File: src/rtl/seg7_scan.sv
// seg7_scan: time-multiplexed driver for a 4-digit common-anode 7-segment display.
// Frame data is shadowed once per scan so that input changes never tear a frame.
// Leading zeros are suppressed, and the whole display can be flashed with blink.
module seg7_scan #(
  parameter int REFRESH_DIV = 100000,
  parameter int BLINK_TICKS = 250
) (
  input  logic        clk,
  input  logic        rst_n,
  input  logic [15:0] bcd_in,
  input  logic        is_miles,
  input  logic        blink,
  output logic [3:0]  an,
  output logic [6:0]  seg,
  output logic        dp,
  output logic        frame_start
);

  localparam int PW = (REFRESH_DIV > 1) ? $clog2(REFRESH_DIV) : 1;
  localparam int SW = (BLINK_TICKS > 1) ? $clog2(BLINK_TICKS) : 1;
  localparam logic [PW-1:0] PRESC_MAX = PW'(REFRESH_DIV - 1);
  localparam logic [SW-1:0] SLOT_MAX  = SW'(BLINK_TICKS - 1);

  logic [PW-1:0] presc_q, presc_d;
  logic [1:0]    sel_q, sel_d;
  logic [15:0]   shadow_q, shadow_d;
  logic          mode_q, mode_d;
  logic [SW-1:0] slot_q, slot_d;
  logic          phase_q, phase_d;
  logic [3:0]    an_q, an_d;
  logic [6:0]    seg_q, seg_d;
  logic          fs_q, fs_d;

  logic          tick;
  logic          latch;
  logic [3:0]    blank;
  logic [3:0]    cur_code;

  // Active-low {g,f,e,d,c,b,a}; 10-14 blank, 15 is the underline separator.
  function automatic logic [6:0] glyph(input logic [3:0] c);
    logic [6:0] g;
    case (c)
      4'd0:    g = 7'b1000000;
      4'd1:    g = 7'b1111001;
      4'd2:    g = 7'b0100100;
      4'd3:    g = 7'b0110000;
      4'd4:    g = 7'b0011001;
      4'd5:    g = 7'b0010010;
      4'd6:    g = 7'b0000010;
      4'd7:    g = 7'b1111000;
      4'd8:    g = 7'b0000000;
      4'd9:    g = 7'b0010000;
      4'd15:   g = 7'b1110111;
      default: g = 7'b1111111;
    endcase
    return g;
  endfunction

  // Slot prescaler and digit select.
  always_comb begin
    tick    = (presc_q == PRESC_MAX);
    presc_d = tick ? '0 : presc_q + 1'b1;
    sel_d   = tick ? sel_q + 2'd1 : sel_q;
  end

  // Shadow registers load only at the end of the last slot of a frame.
  always_comb begin
    latch    = tick && (sel_q == 2'd3);
    shadow_d = latch ? bcd_in : shadow_q;
    mode_d   = latch ? is_miles : mode_q;
    fs_d     = latch;
  end

  // Blink phase: toggles every BLINK_TICKS slots, parked at zero while blink is low.
  always_comb begin
    slot_d  = slot_q;
    phase_d = phase_q;
    if (!blink) begin
      slot_d  = '0;
      phase_d = 1'b0;
    end else if (tick) begin
      if (slot_q == SLOT_MAX) begin
        slot_d  = '0;
        phase_d = ~phase_q;
      end else begin
        slot_d = slot_q + 1'b1;
      end
    end
  end

  // Leading-zero suppression cascades down from digit 3; distance format only suppresses digit 3.
  always_comb begin
    blank[3] = (shadow_q[15:12] == 4'd0);
    blank[2] = !mode_q && (shadow_q[11:8] == 4'd0) && blank[3];
    blank[1] = !mode_q && (shadow_q[7:4]  == 4'd0) && blank[2];
    blank[0] = 1'b0;
  end

  // Next anode/segment drive for the currently selected digit.
  always_comb begin
    case (sel_q)
      2'd0:    cur_code = shadow_q[3:0];
      2'd1:    cur_code = shadow_q[7:4];
      2'd2:    cur_code = shadow_q[11:8];
      default: cur_code = shadow_q[15:12];
    endcase
    an_d  = ~(4'b0001 << sel_q);
    seg_d = blank[sel_q] ? 7'b1111111 : glyph(cur_code);
    // Blink input is used directly so that dropping it restores drive on the next edge.
    if (blink && phase_q) an_d = '1;
  end

  // All state registers, cleared asynchronously.
  always_ff @(posedge clk or negedge rst_n) begin
    if (!rst_n) begin
      presc_q  <= '0;
      sel_q    <= '0;
      shadow_q <= '0;
      mode_q   <= 1'b0;
      slot_q   <= '0;
      phase_q  <= 1'b0;
      an_q     <= '1;
      seg_q    <= '1;
      fs_q     <= 1'b0;
    end else begin
      presc_q  <= presc_d;
      sel_q    <= sel_d;
      shadow_q <= shadow_d;
      mode_q   <= mode_d;
      slot_q   <= slot_d;
      phase_q  <= phase_d;
      an_q     <= an_d;
      seg_q    <= seg_d;
      fs_q     <= fs_d;
    end
  end

  assign an          = an_q;
  assign seg         = seg_q;
  assign dp          = 1'b1;
  assign frame_start = fs_q;

endmodule

File: config.mk
export PLATFORM = sky130hd
export DESIGN_NAME = seg7_scan
export DESIGN_NICKNAME = d
export VERILOG_FILES = /design/src/rtl/seg7_scan.sv
export SDC_FILE = /design/constraint.sdc
export NUM_CORES = 1
export LEC_CHECK = 0
export CAP_MARGIN = 40
export CORE_MARGIN = 4
export CORE_UTILIZATION = 50
export CTS_BUF_LIST = sky130_fd_sc_hd__clkbuf_16
export CTS_CLUSTER_DIAMETER = 50
export CTS_CLUSTER_SIZE = 14
export DETAILED_ROUTE_END_ITERATION = 8
export HOLD_SLACK_MARGIN = 0.12
export PLACE_DENSITY = 0.81
export SYNTH_ARGS = -nofsm -noshare
export SYNTH_HDL_FRONTEND = slang
export SYNTH_SLANG_ARGS = --single-unit
export TNS_END_PERCENT = 20
File: constraint.sdc
create_clock -name clk -period 1.86 [get_ports clk]
set_input_delay 0.372 -clock clk [delete_from_list [all_inputs] [get_ports clk]]
set_output_delay 0.372 -clock clk [all_outputs]
set_load 0.02 [all_outputs]
==> out/metrics.cfg <==
[finish]
final_nets = 342
diodes = 0
layoutNonFillerInstCount = 388
finish.instance_area_um2 = 3820
syn_to_final_growth_pct = 37.8
final_cell_mix = dfrtp_1 (44), clkdlybuf4s50_1 (30), buf_4 (30)
layout_commonest_cell = dfrtp_1
drive_gt1_frac = 0.314

[routing]
drc_errors = 0
wl_per_cell_um = 17.0
routed_wl_um = 6610
ant_nets = 0
num_vias = 2149
drt-initial-drc-count = 137
viasPerCell = 5.54
firstDrtPassIters = 4

[cts]
tritoncts = done
clk_path_buf_depth = 2
clock_sinks = 57
clk_latency_ns = 0.33
numCtsBuffers = 9
clkTransAtPathRegs_ns = 0.05
cts-root-buf = clkbuf_16
cts.htree.levels = 3

[sta]
clock_skew_ns = 0.00588
slew_viol_final = 0
period_share = 1.11
layout_setup_ws_ns = -0.197
setup_violations = 5
rsz0062_at_grt = yes
hold_viol = 0
fin_crit_ns = 2.06
max_clock_freq_mhz = 486

[worst_setup_path]
crit_chain = inv_4, ha_4, a222oi_1, mux2i_2, ha_1, nand3b_1, nand2_1, o31ai_2
crit_required_ns = 2.10
start_kind = register
cp-end-kind = register
cp_top_family = compound AO/OA/AOI/OAI gates
cp_num_buf_inv = 1
crit_arrival_ns = 2.30
critPathMaxFanout = 5
critPathSlowestCell = a222oi_1
max_stage_delay_ns = 0.45
critical_path_class = register to register

[pwr]
ir_worst_vdd_mv = 0.924
p_leak_nw = 1.72
cellPowerDensity_nw_per_um2 = 885

[worst_hold_path]
hold_class = register to register

[place]
placement.cell_area_um2 = 3340
place_inst = 365
dp_hpwl_um = 4190
portBuffers = 31
dp_slack_ns = -0.277
place.gp.congestion = 0.834

[floorplanning]
initial_core_util = 0.529
die_width_um = 82.4
die_area_um2 = 6800
io_pins = 33
die_height_um = 82.4
coreArea_um2 = 5240
rows = 26

[synth]
synth_xor_area_frac = 0.0506
syn_area_um2 = 2770
async_reset_ff_frac = 1.00
synthSimpleGateAreaFrac = 0.173
ys_ff_latch = 57
syn_nets = 275
synth-compound-area-share = 0.0822
syn_inst = 246
synth_top_family_by_area = simple AND/OR/NAND/NOR gates
ys.warnings.count = 0
synthAdderAreaFrac = 0.0407
synthFlopType = dfrtp_1
postSynthAreaPerCell_um2 = 11.3
synth_cell_types = 46
synth_edf_count = 0
synthMuxAreaShare = 0.0994
seq_area_frac_synth = 0.520

[global_route]
antenna_found_initial = 0
grt_pass1_vias = 2129
grt_busiest_layer = met2
use_met1 = 0.252
grt_start_max_net_pins = 26
overflow = 0
grt_usage = 0.214
grt_use_met3 = 0.0542
grt_pass1_wl_um = 10400
grt_use_met2 = 0.349

[outcome]
violations = negative setup slack
status = complete, but fails checks

[run]
drv_cap = 0

timing repair:
action                                 CTS  global route
gates resized for setup                  7            17
gates cloned                             0             1
pin swaps                                4            12
setup endpoints to repair                7            33
hold buffers                             1             0
buffers inserted                         1             4
endpoints found under the hold margin   16             0
sequential cells by signal, summed over array words and instances, names as in the netlist:
signal       cells
an               4
frame_start      1
mode_q           1
phase_q          1
presc_q         17
seg              7
sel_q            2
shadow_q        16
slot_q           8
stage by stage:
stage | power [mW] | TNS, ns | utilization | hold WS, ns
floorplan | 1.41 | -0.171 | - | 0.0764
global placement | 1.52 | -0.275 | 0.638 | 0.329
detailed placement | 1.53 | -1.15 | 0.638 | 0.337
CTS | 3.38 | -0.407 | 0.710 | 0.502
global route | 3.49 | -1.18 | 0.729 | 0.522
finish | 3.38 | -0.575 | 0.729 | 0.509
worst register-to-register path, cell delays in order, from the launching register on:
cell and delay [ns]:
dfrtp_2 0.42, inv_4 0.07, ha_4 0.18, a222oi_1 0.45, mux2i_2 0.15, ha_1 0.33
nand3b_1 0.09, nand2_1 0.07, o31ai_2 0.20
report_power, final:
part	switching [mW]	internal (mW)
registers	0.0192	1.28
clock network	0.551	1.29
logic	0.107	0.121
logic make-up after synthesis:
group / Yosys count
xor+xnor: 16
fa+ha+maj: 9
simple gates: 87
other cells: 1
compound gates: 35
flops: 57
buf+inv: 19
mux: 22
final cells by class:
class	count	area (um2)
clock buffer	9	225
clock inverter	7	110
fill	360	1420
inverter	11	43.8
multi-input combinational	171	1350
sequential	57	1440
tap	70	87.6
timing repair buffer	63	561
synth_stat cells (2+ instances only):
cell      instances  area [um2]
o21ai_0          13        65.1
clkbuf_1          5        18.8
nor4_1            3        18.8
xor2_1            8        70.1
nor3_1            3        15.0
a21boi_1          2        15.0
nor3b_1           2        15.0
nand2_1          22        82.6
nand4_1           4        25.0
dfrtp_1          46        1150
and3_1            4        25.0
a21oi_1           5        25.0
o21a_1            2        15.0
xnor2_1           8        70.1
and2_1            3        18.8
mux2_2            8        90.1
ha_1              9         113
nand4b_1          4        35.0
nor2_1           17        63.8
dfstp_2          11         289
nand3b_1          2        15.0
mux2i_1           5        50.1
or3_1             5        31.3
buf_6             2        22.5
nand3_1           8        40.0
mux2_4            9         135
inv_1            11        41.3
a31oi_1           2        12.5
a222oi_1          4        40.0
nor2b_1           3        18.8
routing by layer:
metal | vias to the layer above | share of wire
met5 | - | 0
met4 | 0 | 0.036
met3 | 19 | 0.044
met2 | 65 | 0.50
met1 | 1058 | 0.42
li1 | 1007 | -
worst paths after layout:
| check | slack, ns | start | end | cells after the start |
|---|---|---|---|---|
| worst max-delay path | -0.20 | sel_q[0] | seg[3] | 8 |
| worst min-delay path | 0.51 | shadow_q[15] | shadow_q[15] | 1 |
| worst max register to register | -0.20 | sel_q[0] | seg[3] | 8 |
| worst min register to register | 0.51 | shadow_q[15] | shadow_q[15] | 1 |
| max in group asynchronous | 0.70 | rst_n | seg[4] | 3 |
| min in group asynchronous | 0.52 | rst_n | presc_q[3] | 2 |
Note: power is estimated with default switching activity, not from simulation.
